`config.mk`:
```
export PLATFORM = sky130hd
export DESIGN_NAME = hazard_ctrl
export DESIGN_NICKNAME = d
export VERILOG_FILES = /design/src/rtl/mips_pkg.sv /design/src/rtl/ld_use_detect.sv /design/src/rtl/hazard_ctrl.sv
export SDC_FILE = /design/constraint.sdc
export NUM_CORES = 1
export LEC_CHECK = 0
export BUFFER_PORTS_ARGS = -buffer_cell sky130_fd_sc_hd__buf_2
export CORE_ASPECT_RATIO = 2
export CORE_MARGIN = 1
export CORE_UTILIZATION = 43
export CTS_BUF_LIST = sky130_fd_sc_hd__clkbuf_8
export CTS_CLUSTER_DIAMETER = 150
export DETAILED_ROUTE_END_ITERATION = 7
export GPL_TIMING_DRIVEN = 1
export PLACE_DENSITY = 0.7
export SYNTH_ARGS = -nofsm -noshare
export SYNTH_HDL_FRONTEND = slang
export SYNTH_HIERARCHICAL = 1
export SYNTH_SLANG_ARGS = --single-unit
export TNS_END_PERCENT = 20
```
`constraint.sdc`:
```
create_clock -name clk -period 2.7 [get_ports clk]
set_input_delay 0.405 -clock clk [delete_from_list [all_inputs] [get_ports clk]]
set_output_delay 0.405 -clock clk [all_outputs]
set_load 0.1 [all_outputs]
```
`src/rtl/mips_pkg.sv`:
```
// mips_pkg -- shared definitions for the MIPS pipeline control blocks.
//   hz_state_t     : hazard controller FSM states (RUN, MD_WAIT)
//   REG_IDX_W      : register index width
//   MD_LAT_DEFAULT : default mult/div occupancy in cycles (legal 2..16)
//   MD_CNT_W       : width of the mult/div wait down-counter
//   STALL_CNT_W    : width of the saturating stall-cycle counter
package mips_pkg;

  localparam int REG_IDX_W      = 5;
  localparam int MD_LAT_DEFAULT = 4;
  localparam int MD_CNT_W       = 4;
  localparam int STALL_CNT_W    = 16;

  typedef enum logic [0:0] {
    RUN     = 1'b0,
    MD_WAIT = 1'b1
  } hz_state_t;

endpackage : mips_pkg

```
`src/rtl/ld_use_detect.sv`:
```
// ld_use_detect -- combinational load-use hazard detector.
// A hazard exists when the EX instruction is a load writing a non-$zero
// register that the ID instruction reads (rs always, rt only when used).
// Ports:
//   EX_memread, EX_rt      : EX instruction is a load, and its destination
//   ID_rs, ID_rt           : ID instruction source indices
//   ID_uses_rt             : ID instruction reads rt
//   load_use               : hazard detected
module ld_use_detect
  import mips_pkg::*;
(
  input  logic                 EX_memread,
  input  logic [REG_IDX_W-1:0] EX_rt,
  input  logic [REG_IDX_W-1:0] ID_rs,
  input  logic [REG_IDX_W-1:0] ID_rt,
  input  logic                 ID_uses_rt,
  output logic                 load_use
);

  logic rs_match;
  logic rt_match;

  assign rs_match = (EX_rt == ID_rs);
  assign rt_match = ID_uses_rt && (EX_rt == ID_rt);

  // $zero is never a real dependency: writes to it are discarded.
  assign load_use = EX_memread && (EX_rt != '0) && (rs_match || rt_match);

endmodule : ld_use_detect

```
`src/rtl/hazard_ctrl.sv`:
```
// hazard_ctrl -- pipeline hazard controller.
// Stalls IF/ID on load-use hazards, flushes wrong-path instructions on taken
// branches, and freezes the front of the pipeline while a multi-cycle
// mult/div occupies EX.
// Ports:
//   clk, rst_n                  : clock, async active-low reset
//   ID_rs, ID_rt, ID_uses_rt    : ID stage source operands
//   EX_memread, EX_rt           : EX stage load and its destination
//   branch_taken                : branch/jump resolved taken in EX
//   md_start                    : mult/div issuing in EX
//   pc_stall, ifid_stall        : hold PC and IF/ID
//   ifid_flush, idex_flush      : bubble IF/ID and ID/EX
//   idex_stall, exmem_flush     : hold ID/EX, bubble EX/MEM
//   md_busy                     : mult/div wait in progress
//   stall_cycles                : saturating count of pc_stall cycles
module hazard_ctrl
  import mips_pkg::*;
#(
  parameter int MD_LAT = MD_LAT_DEFAULT  // legal range 2..16
) (
  input  logic                   clk,
  input  logic                   rst_n,
  input  logic [REG_IDX_W-1:0]   ID_rs,
  input  logic [REG_IDX_W-1:0]   ID_rt,
  input  logic                   ID_uses_rt,
  input  logic                   EX_memread,
  input  logic [REG_IDX_W-1:0]   EX_rt,
  input  logic                   branch_taken,
  input  logic                   md_start,
  output logic                   pc_stall,
  output logic                   ifid_stall,
  output logic                   ifid_flush,
  output logic                   idex_flush,
  output logic                   idex_stall,
  output logic                   exmem_flush,
  output logic                   md_busy,
  output logic [STALL_CNT_W-1:0] stall_cycles
);

  // The issuing cycle itself is spent in RUN, so MD_WAIT covers the rest.
  localparam logic [MD_CNT_W-1:0] MD_CNT_LOAD = MD_CNT_W'(MD_LAT - 1);

  hz_state_t           state;
  logic [MD_CNT_W-1:0] md_cnt;
  logic                load_use;

  ld_use_detect u_ld_use_detect (
    .EX_memread (EX_memread),
    .EX_rt      (EX_rt),
    .ID_rs      (ID_rs),
    .ID_rt      (ID_rt),
    .ID_uses_rt (ID_uses_rt),
    .load_use   (load_use)
  );

  // NOTE: sequential state uses non-blocking assignments so every register
  // samples pre-edge values, independent of statement order.
  always_ff @(posedge clk or negedge rst_n) begin
    if (!rst_n) begin
      state  <= RUN;
      md_cnt <= '0;
    end else begin
      case (state)
        RUN: begin
          // A branch in the same cycle only flushes younger instructions;
          // the mult/div itself is already in EX and still proceeds.
          if (md_start) begin
            state  <= MD_WAIT;
            md_cnt <= MD_CNT_LOAD;
          end
        end
        MD_WAIT: begin
          md_cnt <= md_cnt - 1'b1;
          if (md_cnt == MD_CNT_W'(1)) begin
            state <= RUN;
          end
        end
        default: begin
          state  <= RUN;
          md_cnt <= '0;
        end
      endcase
    end
  end

  // Output decode is combinational so load-use stalls and branch flushes
  // take effect in the same cycle the condition is seen.
  always_comb begin
    // NOTE: every output gets a default first so no path can infer a latch.
    pc_stall    = 1'b0;
    ifid_stall  = 1'b0;
    ifid_flush  = 1'b0;
    idex_flush  = 1'b0;
    idex_stall  = 1'b0;
    exmem_flush = 1'b0;
    md_busy     = 1'b0;
    if (rst_n) begin
      case (state)
        RUN: begin
          if (branch_taken) begin
            // The ID instruction is wrong-path, so its hazard is moot.
            ifid_flush = 1'b1;
            idex_flush = 1'b1;
          end else if (load_use) begin
            pc_stall   = 1'b1;
            ifid_stall = 1'b1;
            idex_flush = 1'b1;
          end
        end
        MD_WAIT: begin
          pc_stall    = 1'b1;
          ifid_stall  = 1'b1;
          idex_stall  = 1'b1;
          exmem_flush = 1'b1;
          md_busy     = 1'b1;
        end
        default: ;
      endcase
    end
  end

  always_ff @(posedge clk or negedge rst_n) begin
    if (!rst_n) begin
      stall_cycles <= '0;
    end else if (pc_stall && (stall_cycles != '1)) begin
      stall_cycles <= stall_cycles + 1'b1;
    end
  end

endmodule : hazard_ctrl

```
Yosys cells after proc, flatten, opt, wreduce, memory -nomap -nowiden
Index checks and enable logic that the tools add are counted.
{"block": "word_totals", "register_bits": 21, "input_bits": 21, "out_inout_bits": 23, "wordCells": 34}
{"block": "classes", "addsub": 2, "eq_ne": 5, "mux": 17, "n_bitwise": 1, "n_reduce_logical": 6}
{"operator": "adder 16 x 1 -> 16 bit, second input constant", "n": 1}
{"operator": "!= test 16 bit, second input constant", "n": 1}
{"operator": "two-way mux 1 bit", "n": 13}
{"operator": "== test 5 bit", "n": 2}
{"operator": "case mux 4 bit (2 select lines)", "n": 1}
{"operator": "nonzero test 5 bit", "n": 1}
{"operator": "== test 4 x 1 -> 1 bit, second input constant", "n": 1}
{"operator": "logical AND 1 bit", "n": 4}
{"operator": "two-way mux 4 bit", "n": 1}
{"operator": "case mux 1 bit (2 select lines)", "n": 2}
{"operator": "subtractor 4 x 1 -> 4 bit, second input constant", "n": 1}
{"operator": "!= test 2 bit, second input constant", "n": 1}
{"operator": "logical OR 1 bit", "n": 1}
{"operator": "NOT 1 bit", "n": 1}

Depth between registers and ports, before layout
Gate-level depths: netlist (run 1).
{"block": "logic_depth", "word_depth": 9, "mapped_depth": 9, "ltp_nobuf": 9}

Hierarchy
Netlist (run 1), hierarchy kept.
{"module": "hazard_ctrl", "instances": 1, "cells_each": 109, "area_each_um2": 1159.9, "seq_area_each_um2": 525.5}
{"module": "ld_use_detect", "instances": 1, "cells_each": 17, "area_each_um2": 132.6, "seq_area_each_um2": 0.0}

Worst setup path after synthesis (run 1)
OpenSTA, ideal clock, no wires.
{"block": "synth_timing", "path_type": "in2out", "startpoint": "in EX_rt[3]", "endpoint": "out idex_flush", "arrival_time_ns": 3.317, "required_ns": 2.295, "setup_slack_ns": -1.022, "stages": 6, "n_path_buf": 0, "cell_sequence": "xor2_1 > nor4_2 > nand3_1 > a21oi_1 > nor2_1 > nor3b_1"}
{"block": "synth_between", "elab_chain_cells": 8, "elab_cells_between_ends": 11, "classes_between": "eq/ne (2); mux (4); reduce/logical (5)"}
{"item": "from (decl)", "line_no": "hazard_ctrl.sv:27", "text": "input logic [REG_IDX_W-1:0] EX_rt,"}
{"item": "== test 5 bit", "line_no": "ld_use_detect.sv:24", "text": "assign rt_match = ID_uses_rt && (EX_rt == ID_rt);"}
{"item": "logical AND 1 bit", "line_no": "ld_use_detect.sv:24"}
{"item": "logical OR 1 bit", "line_no": "ld_use_detect.sv:27", "text": "assign load_use = EX_memread && (EX_rt != '0) && (rs_match || rt_match);"}
{"item": "logical AND 1 bit *", "line_no": "ld_use_detect.sv:27"}
{"item": "named net load_use", "line_no": "hazard_ctrl.sv:45", "text": "logic load_use;"}
{"item": "two-way mux 1 bit *", "line_no": "hazard_ctrl.sv:104", "text": "end else if (load_use) begin"}
{"item": "two-way mux 1 bit *", "line_no": "hazard_ctrl.sv:100", "text": "if (branch_taken) begin"}
{"item": "two-way mux 1 bit *", "line_no": "hazard_ctrl.sv:98", "text": "case (state)"}
{"item": "two-way mux 1 bit *", "line_no": "hazard_ctrl.sv:97", "text": "if (rst_n) begin"}
{"item": "to (decl)", "line_no": "hazard_ctrl.sv:33", "text": "output logic idex_flush,"}
The timed path passes the listed nets; every way through them passes the cells marked *.

Final worst setup path (run 1)
{"block": "layout_timing", "startpoint": "in EX_rt[0]", "endpoint": "out pc_stall"}
{"block": "layout_between", "elab_chain_cells": 8, "elab_cells_between_ends": 11, "classes_between": "eq/ne (2); mux (4); reduce/logical (5)"}
{"item": "== test 5 bit", "line_no": "ld_use_detect.sv:24"}
{"item": "logical AND 1 bit", "line_no": "ld_use_detect.sv:24"}
{"item": "logical OR 1 bit", "line_no": "ld_use_detect.sv:27"}
{"item": "logical AND 1 bit *", "line_no": "ld_use_detect.sv:27"}
{"item": "named net load_use", "line_no": "hazard_ctrl.sv:45"}
{"item": "two-way mux 1 bit *", "line_no": "hazard_ctrl.sv:104"}
{"item": "two-way mux 1 bit *", "line_no": "hazard_ctrl.sv:100"}
{"item": "case mux 1 bit (2 select lines) *", "line_no": "hazard_ctrl.sv:98"}
{"item": "two-way mux 1 bit *", "line_no": "hazard_ctrl.sv:97"}
{"item": "to (decl)", "line_no": "hazard_ctrl.sv:30", "text": "output logic pc_stall,"}
Marked as above.

==> reports/results.ini, run 1 <==
[timing]
final_hold_viol_count = 0
skew_ns = 0.00119
slew_headroom_pct = 61.7
setup_viol = 0
slew_viol_final = 0
fmax_ghz = 0.398
rsz0062_at_grt = false
period_minus_slack_ns = 2.52
period_share_pct = 93.2
worstMarginPinSlew_ns = 0.574

[setup_path]
crit_buf_inv = 3
cp.required_ns = 2.30
arrival_ns = 2.11
critical_path.max_stage_delay_ns = 0.54
worst_path_max_delay_cell = or4_1
cp-end-kind = output pin
cp-start-kind = input pin
critPathLaunch = EX_rt[0]
path_class = input pin to output pin
cp_cell_sequence = buf_2 -> or4_1 -> o21ai_1 -> a21oi_1 -> nor2b_4 -> o21ai_4 -> clkinvlp_4 -> buf_12
critPathTopFamily = simple AND/OR/NAND/NOR gates
worst-path-max-fanout = 5
r2r-start = stall_cycles[0]$_DFFE_PN0P_

[drt]
drt-total-wl_um = 2810
vias = 1099
viasPerCell = 5.52
drc = 0
drt_iter0_markers = 7
post_drt_wl_per_cell_um = 14.1
first_pass_iters = 4
ant_nets = 0

[die]
initial_core_util_pct = 46.1
ios = 44
die_w_um = 40.8
die-height_um = 79.5
core-area_um2 = 2800
placementRows = 27
die-area_um2 = 3240

[final_layout]
antennaDiodeCount = 0
syn2layout_area_growth_pct = 27.7
stdcell_count = 199
drive_gt1_share_pct = 37.1
finish.utilization_pct = 58.9
fin_nets = 195

[yosys]
synth-edff-count = 0
synth_area_per_cell_um2 = 10.3
ys_seq_area_share_pct = 40.7
async_reset_ff_share_pct = 100
syn_area_um2 = 1290
synth_ff_type = dfrtp_1
ys_types = 38
synth_nets = 150
synth_warnings = 6
ys_seq_elements = 21
synth_cells = 126

[clocking]
cts.sink_count = 21
insertion_delay_ns = 0.26
cts_hold_buf = 0
cts_buffers = 3
clk_path_buf_depth = 2
cts_setup_buffers = 0
cts_tree = yes
root_buffer = clkbuf_8
path_clk_slew_ns = 0.08
cts_resized = 0
h-tree-depth = 1

[grt]
grt_max_degree = 17
first_global_vias = 1051
overflow = 0
track_usage_pct = 19.0
grt_pass1_wl_um = 4370
antenna_found_initial = 0

[worst_hold_path]
hold_class = input pin to async pin

[power_and_ir_drop]
p_leak_nw = 0.826
pwr_density_cell_nw_per_um2 = 1030
max-vdd-ir-drop_v = 0.000828

[place]
gp_congestion = 0.769
io_buffer_count = 43
dp_cells = 195
dp_hpwl_um = 2280

[flow_run]
maxCapViolCount = 0

[outcome]
outcome = completed

Yosys cell counts (5+ instances only):
library cell	n	area, µm²
a21oi_1	6	30.0
dfrtp_1	21	526
inv_1	6	22.5
nand2_1	8	30.0
nand3_1	5	25.0
nor2_1	5	18.8
nor3_1	12	60.1
xnor2_1	5	43.8
xor2_1	15	131
final timing paths:
kind	slack [ns]	endpoint	depth (start not counted)
max in group asynchronous	2.15	stall_cycles[4]$_DFFE_PN0P_	2
max	0.18	pc_stall	8
max reg2reg	0.88	stall_cycles[12]$_DFFE_PN0P_	5
min in group clk	0.44	md_cnt[0]$_DFFE_PN0P_	3
min reg2reg	0.52	stall_cycles[15]$_DFFE_PN0P_	1
min	0.05	stall_cycles[10]$_DFFE_PN0P_	1
power breakdown:
part           total (mW)  switching, mW  internal, mW
Clock               0.208          0.105         0.103
Sequential          0.527          0.127         0.400
Combinational       0.962          0.732         0.230
registers in the layout, indices dropped and copies added (netlist names):
register,count
state,1
md_cnt,4
stall_cycles,16
final cells by class:
cell class	instances	area, µm²
multi-input cells	95	748
clock buffers	3	41.3
inverters	6	26.3
flip-flops and latches	21	526
clock inverters	1	5.00
repair buffers	44	268
fillers	254	1150
well taps	29	36.3
placed cells by master (no fill, tap or decap), types with 2 or more instances in the layout:
| cell type | instances |
|---|---|
| nor4_4 | 2 |
| nor2b_1 | 2 |
| nand2_1 | 8 |
| clkbuf_8 | 3 |
| dfrtp_1 | 21 |
| a31oi_1 | 3 |
| ha_1 | 3 |
| nor3b_1 | 2 |
| xnor2_1 | 5 |
| nor4_2 | 2 |
| nor2_1 | 5 |
| xor2_1 | 15 |
| inv_1 | 5 |
| buf_12 | 3 |
| and3_1 | 2 |
| a21oi_1 | 6 |
| nand3_1 | 5 |
| nor3_1 | 12 |
| buf_2 | 40 |
routing by layer:
metal | global-route usage (%) | vias up | routed length (µm)
met2 | 34.9 | 51 | 1570
met3 | 1.67 | 6 | 157
li1 | - | 535 | -
met4 | 7.00 | 0 | 43
met1 | 20.2 | 507 | 1040
met5 | 0 | - | 0
per-stage QoR:
stage | instance area [µm²] | hold slack, ns | total power, mW | setup TNS [ns] | setup slack [ns]
after floorplan | 1340 | 0.109 | 1.32 | -0.0185 | -0.0185
after global placement | 1600 | 0.332 | 1.47 | 0 | 0.186
after detailed placement | 1600 | 0.340 | 1.50 | 0 | 0.176
after CTS | 1650 | 0.0502 | 1.70 | 0 | 0.169
after global routing | 1650 | 0.0577 | 1.79 | 0 | 0.0698
final | 1650 | 0.0450 | 1.70 | 0 | 0.184
kinds of logic after synthesis:
kind of cell,Yosys count,share of synthesized area [%]
simple gates,53,27.4
xor+xnor,20,13.6
mux,3,2.90
fa+ha+maj,3,2.90
compound gates,16,8.81
flops,21,40.7
buf+inv,10,3.77
No activity file was read; power rests on OpenSTA's default activity.
==> run 2, diff against run 1 <==
Settings changed: CORE_ASPECT_RATIO 2 to 0.5.
==> run 2 against run 1 <==
First-iteration DRC count grew to 3.3 times the previous value. Hold slack improved by 0.40 ns. Die area stayed put. Largest cell class unchanged. Core utilization increased by 2.4 points. Non-clock buffer count is 2 higher.
==> reports/results.ini, run 2 (synthesis gave the netlist of run 1 again) <==
[outcome]
outcome = completed

[clocking]
cts_resized = 0  ; unchanged
cts_buffers = 3  ; unchanged
cts.sink_count = 21  ; unchanged
cts_hold_buf = 1  ; +1
path_clk_slew_ns = 0.07  ; about the same
h-tree-depth = 1  ; unchanged
cts_setup_buffers = 0  ; unchanged
clk_path_buf_depth = 2  ; unchanged
root_buffer = clkbuf_8
insertion_delay_ns = 0.26  ; about the same
cts_tree = yes

[die]
core-area_um2 = 2720  ; -3.1%
initial_core_util_pct = 47.6  ; +1.5 points
die-area_um2 = 3240  ; unchanged
placementRows = 13  ; -52%
die-height_um = 40.8  ; -49%
die_w_um = 79.5  ; +95%
ios = 44  ; unchanged

[setup_path]
worst-path-max-fanout = 5  ; unchanged
r2r-end = stall_cycles[12]$_DFFE_PN0P_
rr_worst_depth = 5  ; unchanged
cp-start-kind = input pin
reg2reg_slack_ns = 0.92  ; +0.04 ns
cp-end-kind = output pin
path_class = input pin to output pin
arrival_ns = 2.12  ; about the same
r2r-start = stall_cycles[0]$_DFFE_PN0P_
cp.required_ns = 2.30  ; about the same

[drt]
drt-total-wl_um = 2620  ; -6.8%
drt_iter0_markers = 23  ; +16
ant_nets = 0  ; unchanged
first_pass_iters = 4  ; unchanged
viasPerCell = 5.10  ; -7.7%
post_drt_wl_per_cell_um = 12.5  ; -11%
vias = 1065  ; -3.1%
drc = 0  ; unchanged

[timing]
worstMarginPinSlew_ns = 0.621  ; +0.0462 ns
slew_headroom_pct = 58.6  ; -3.1 points
final_hold_viol_count = 0  ; unchanged
fmax_ghz = 0.395  ; -0.56%
slew_viol_final = 0  ; unchanged
rsz0062_at_grt = false
period_minus_slack_ns = 2.53  ; +0.0142 ns
period_share_pct = 93.7  ; +0.53 points
skew_ns = 0.00788  ; +0.00669 ns
setup_viol = 0  ; unchanged

[worst_hold_path]
hold_path_end = md_cnt[0]$_DFFE_PN0P_
whs_path_depth = 3
min-delay-start = md_start
hold_class = input pin to flop

[final_layout]
fin_nets = 197  ; +1.0%
final_common_cell = buf_2
top_regs = stall_cycles (16), md_cnt (4), state (1)
largest_reg_flops = 16  ; unchanged
max_flop_register = stall_cycles
stdcell_count = 209  ; +5.0%
antennaDiodeCount = 0  ; unchanged
drive_gt1_share_pct = 37.2  ; +0.15 points
syn2layout_area_growth_pct = 28.7
final_cell_mix = buf_2, dfrtp_1, xor2_1, nor3_1, nand2_1
finish.utilization_pct = 61.2  ; +2.4 points

[grt]
grt_max_degree = 19  ; +2
first_global_vias = 962  ; -8.5%
track_usage_pct = 18.0  ; -1.0 points
grt_pass1_wl_um = 4240  ; -3.0%
overflow = 0  ; unchanged
antenna_found_initial = 0  ; unchanged

[place]
gp_congestion = 0.752  ; -2.2%
dp_hpwl_um = 2130  ; -6.2%
io_buffer_count = 43  ; unchanged
dp_cells = 204  ; +4.6%

[power_and_ir_drop]
pwr_density_cell_nw_per_um2 = 1010  ; -1.6%
p_leak_nw = 0.831  ; +0.67%
max-vdd-ir-drop_v = 0.000913  ; +10%

[flow_run]
maxCapViolCount = 0  ; unchanged

[run 2: cell count changes in the layout (fill, tap and decap cells not counted), sizes merged]
cell,change
dlygate4sd3,+1
buf,+1
[run 2: layout make-up]
cell class / instances / area (µm²)
inverter: 6 / 26.3
clock buffer: 3 / 41.3
sequential: 21 / 526
clock inverter: 1 / 5.00
timing repair buffer: 46 / 270
fill: 227 / 1050
multi-input combinational: 95 / 748
tap: 37 / 46.3
[run 2: worst max-delay path by stage]
| stage | depth (start not counted) | slack, ns | startpoint | to |
|---|---|---|---|---|
| global placement | 8 | 0.27 | EX_rt[0] | ifid_stall |
| finish | 8 | 0.17 | EX_rt[0] | ifid_stall |
| CTS | 8 | 0.19 | EX_rt[0] | ifid_stall |
| detailed placement | 8 | 0.20 | EX_rt[0] | ifid_stall |
| floorplan | 7 | -0.02 | EX_rt[0] | pc_stall |
| global route | 8 | 0.07 | EX_rt[0] | pc_stall |
[run 2: report_power, final]
group          switching (mW)  internal (mW)
registers               0.128          0.400
logic                   0.727          0.226
clock network          0.0986          0.103
[run 2: layer usage]
layer	global-route usage [%]	wire, µm	share of wire [%]	up-vias
met5	0	0	0	-
met4	2.73	4	0.15	0
met3	4.89	161	6.1	2
met2	32.3	1190	45	35
met1	22.9	1260	48	490
li1	-	-	-	538
[run 2: stage by stage]
stage                     setup TNS (ns)  hold WS [ns]  instance area [µm²]  worst slack (ns)  total power [mW]
after floorplan                  -0.0185         0.109                 1340           -0.0185              1.32
after global placement                 0         0.273                 1610             0.265              1.47
after detailed placement               0         0.271                 1610             0.195              1.49
after CTS                              0         0.442                 1660             0.186              1.69
after global routing                   0         0.451                 1660            0.0744              1.78
final                                  0         0.442                 1660             0.170              1.68
[run 2: worst max-delay path: stages]
cell	delay, ns
buf_2	0.12
or4_1	0.53
o21ai_1	0.15
a21oi_1	0.07
nor2b_4	0.16
o21ai_4	0.24
clkinvlp_4	0.23
buf_12	0.21
==> run 3, diff against run 2 <==
Settings changed: ABC_AREA from default to 1, PLACE_DENSITY 0.7 to 0.68.
==> run 3 against run 2 <==
Via count rose by 47%. Synthesized cell count increased by 87%. Combinational power down 6.9%. Critical path depth increased by 4. Clock-buffer cell count did not move. Critical path type unchanged. Critical endpoint unchanged. Largest power group unchanged.
==> reports/results.ini, run 3 <==
[setup_path]
arrival_ns = 1.85  ; -0.27 ns
cp.required_ns = 2.30  ; about the same
worst-path-max-fanout = 3  ; -2
cp-start-kind = input pin
path_class = input pin to output pin
cp-end-kind = output pin

[clocking]
h-tree-depth = 1  ; unchanged
path_clk_slew_ns = 0.07  ; about the same
cts_setup_buffers = 0  ; unchanged
root_buffer = clkbuf_8
cts_buffers = 3  ; unchanged
cts.sink_count = 21  ; unchanged
insertion_delay_ns = 0.26  ; about the same
clk_path_buf_depth = 2  ; unchanged
cts_resized = 0  ; unchanged
cts_tree = yes

[drt]
vias = 1568  ; +47%
top_layer = met4
drt_iter0_markers = 101  ; +340%
drc = 0  ; unchanged
dr_wl_met3_um = 142  ; -12%
post_drt_wl_per_cell_um = 10.3  ; -18%
drt-total-wl_um = 3350  ; +28%
m1WireLength_um = 1630  ; +29%
ant_nets = 0  ; unchanged
first_pass_iters = 4  ; unchanged
route.met2.wl_um = 1550  ; +30%
viasPerCell = 4.80  ; -5.9%

[yosys]
synth_nets = 259  ; +73%
synth_common_cells = nand2_1, inv_1, nor2_1
ys_types = 25  ; -34%
synth-edff-count = 0  ; unchanged
synth_area_per_cell_um2 = 6.61  ; -36%
synth_cells = 235  ; +87%
synth_warnings = 6  ; unchanged
netlist.area_leader.share_pct = 33.8  ; -6.8 points
async_reset_ff_share_pct = 100  ; unchanged
syn_area_um2 = 1550  ; +20%
ys_seq_elements = 21  ; unchanged
synth_area_leaders = dfrtp_1, nand2_1, inv_1
synth_most_common_cell = nand2_1
yosysTopAreaCell = dfrtp_1
synth_ff_type = dfrtp_1
ys_seq_area_share_pct = 33.8  ; -6.8 points

[final_layout]
finish.utilization_pct = 57.7  ; -3.5 points
largest_reg_flops = 16  ; unchanged
final_common_cell = nand2_1
antennaDiodeCount = 0  ; unchanged
final_cell_mix = nand2_1, buf_2, inv_1, nor2_1, dfrtp_1
fin_nets = 304  ; +54%
syn2layout_area_growth_pct = 19.1
drive_gt1_share_pct = 24.4  ; -13 points
top_regs = stall_cycles (16), md_cnt (4), state (1)
max_flop_register = stall_cycles
fill_cells = 317  ; +40%

[timing]
worstMarginPinSlew_ns = 0.493  ; -0.127 ns
period_share_pct = 83.4  ; -10 points
fin_setup_tns_ns = 0  ; unchanged
skew_ns = 0.00599  ; -0.00189 ns
final_hold_viol_count = 0  ; unchanged
setup_viol = 0  ; unchanged
slew_viol_final = 0  ; unchanged
rsz0062_at_grt = false
slew_headroom_pct = 67.1  ; +8.5 points
period_minus_slack_ns = 2.25  ; -0.279 ns
fmax_ghz = 0.444  ; +12%

[power_and_ir_drop]
pwr_density_cell_nw_per_um2 = 860  ; -15%
p_leak_nw = 0.995  ; +20%
max-vdd-ir-drop_v = 0.000402  ; -56%

[grt]
track_usage_pct = 20.4  ; +2.4 points
first_global_vias = 1495  ; +55%
overflow = 0  ; unchanged
grt_max_degree = 18  ; -1
grt_pass1_wl_um = 6150  ; +45%
antenna_found_initial = 0  ; unchanged

[die]
placementRows = 14  ; +1
die-height_um = 44.5  ; +9.1%
initial_core_util_pct = 48.4  ; +0.86 points
die-area_um2 = 3870  ; +19%
die_w_um = 87.0  ; +9.4%
ios = 44  ; unchanged
core-area_um2 = 3210  ; +18%

[place]
dp_hpwl_um = 2590  ; +21%
gp_congestion = 0.768  ; +2.2%
io_buffer_count = 43  ; unchanged

[flow_run]
maxCapViolCount = 0  ; unchanged

[outcome]
outcome = completed

[worst_hold_path]
hold_class = input pin to flop

## run 3: cell count changes in the layout (fill, tap and decap cells not counted), moves of 4 or more
cell     previous run  this run
nand3_1             5        12
xor2_1             15         2
nand2_1             8        87
nor2_1              5        28
nor3_1             12         0
inv_1               5        33
nand4_1             1         5
o21ai_0             1         6
a21oi_1             6         2
o21ai_2             0         7
## run 3: critical path, stage by stage
cell and delay [ns]:
buf_2 0.10, inv_1 0.06, nand2_1 0.05, nand2_1 0.05
nor2_1 0.09, nand3_1 0.08, a21oi_1 0.16, inv_1 0.08
nor2_1 0.13, o21ai_2 0.10, inv_1 0.11, buf_2 0.43
## run 3: power by group
part | internal [mW] | switching, mW
clock network | 0.102 | 0.107
logic | 0.187 | 0.700
registers | 0.395 | 0.0994
total | 0.684 | 0.906
## run 3: layer usage
layer  global-route usage (%)  up-vias
met5                        0        -
met2                     37.8       36
met4                     5.67        0
li1                         -      811
met3                     4.10        6
met1                     24.6      715
## run 3: kinds of logic after synthesis
family | Yosys count | share of synthesized area, %
fa+ha+maj | 3 | 2.42
simple gates | 143 | 39.4
flops | 21 | 33.8
mux | 1 | 0.645
xor+xnor | 7 | 3.95
buf+inv | 40 | 11.4
compound gates | 20 | 8.38
## run 3: layout make-up
class,instances,area [µm²],share of cell area [%]
Clock inverter,1,3.75,0.203
Sequential cell,21,526,28.4
Multi-Input combinational cell,174,855,46.2
Timing Repair Buffer,45,233,12.6
Clock buffer,3,41.3,2.23
Tap cell,48,60.1,3.25
Inverter,35,131,7.10
## run 3: repair_timing
action | 4_1_cts | 5_1_grt
hold buffers | 1 | 0
hold endpoints to repair | 5 | 0
endpoints found under the setup margin | 0 | 0
## run 3: stage by stage
step	area, µm²	total power, mW	hold WS [ns]	instances	setup slack [ns]
floorplan	1560	1.26	0.109	235	0.148
global placement	1790	1.38	0.259	322	0.481
detailed placement	1790	1.39	0.258	322	0.449
CTS	1850	1.60	0.469	327	0.441
global route	1850	1.69	0.510	327	0.274
finish	1850	1.59	0.467	327	0.449
## run 3: final timing paths
check,slack [ns],cells after the start,startpoint,end
max,0.45,12,EX_rt[2],ifid_stall
min,0.47,4,md_start,md_cnt[2]$_DFFE_PN0P_
max reg2reg,0.95,6,stall_cycles[0]$_DFFE_PN0P_,stall_cycles[2]$_DFFE_PN0P_
min reg2reg,0.53,1,md_cnt[0]$_DFFE_PN0P_,md_cnt[0]$_DFFE_PN0P_
max in group asynchronous,1.73,3,rst_n,stall_cycles[8]$_DFFE_PN0P_
min in group asynchronous,0.51,2,rst_n,state$_DFF_PN0_
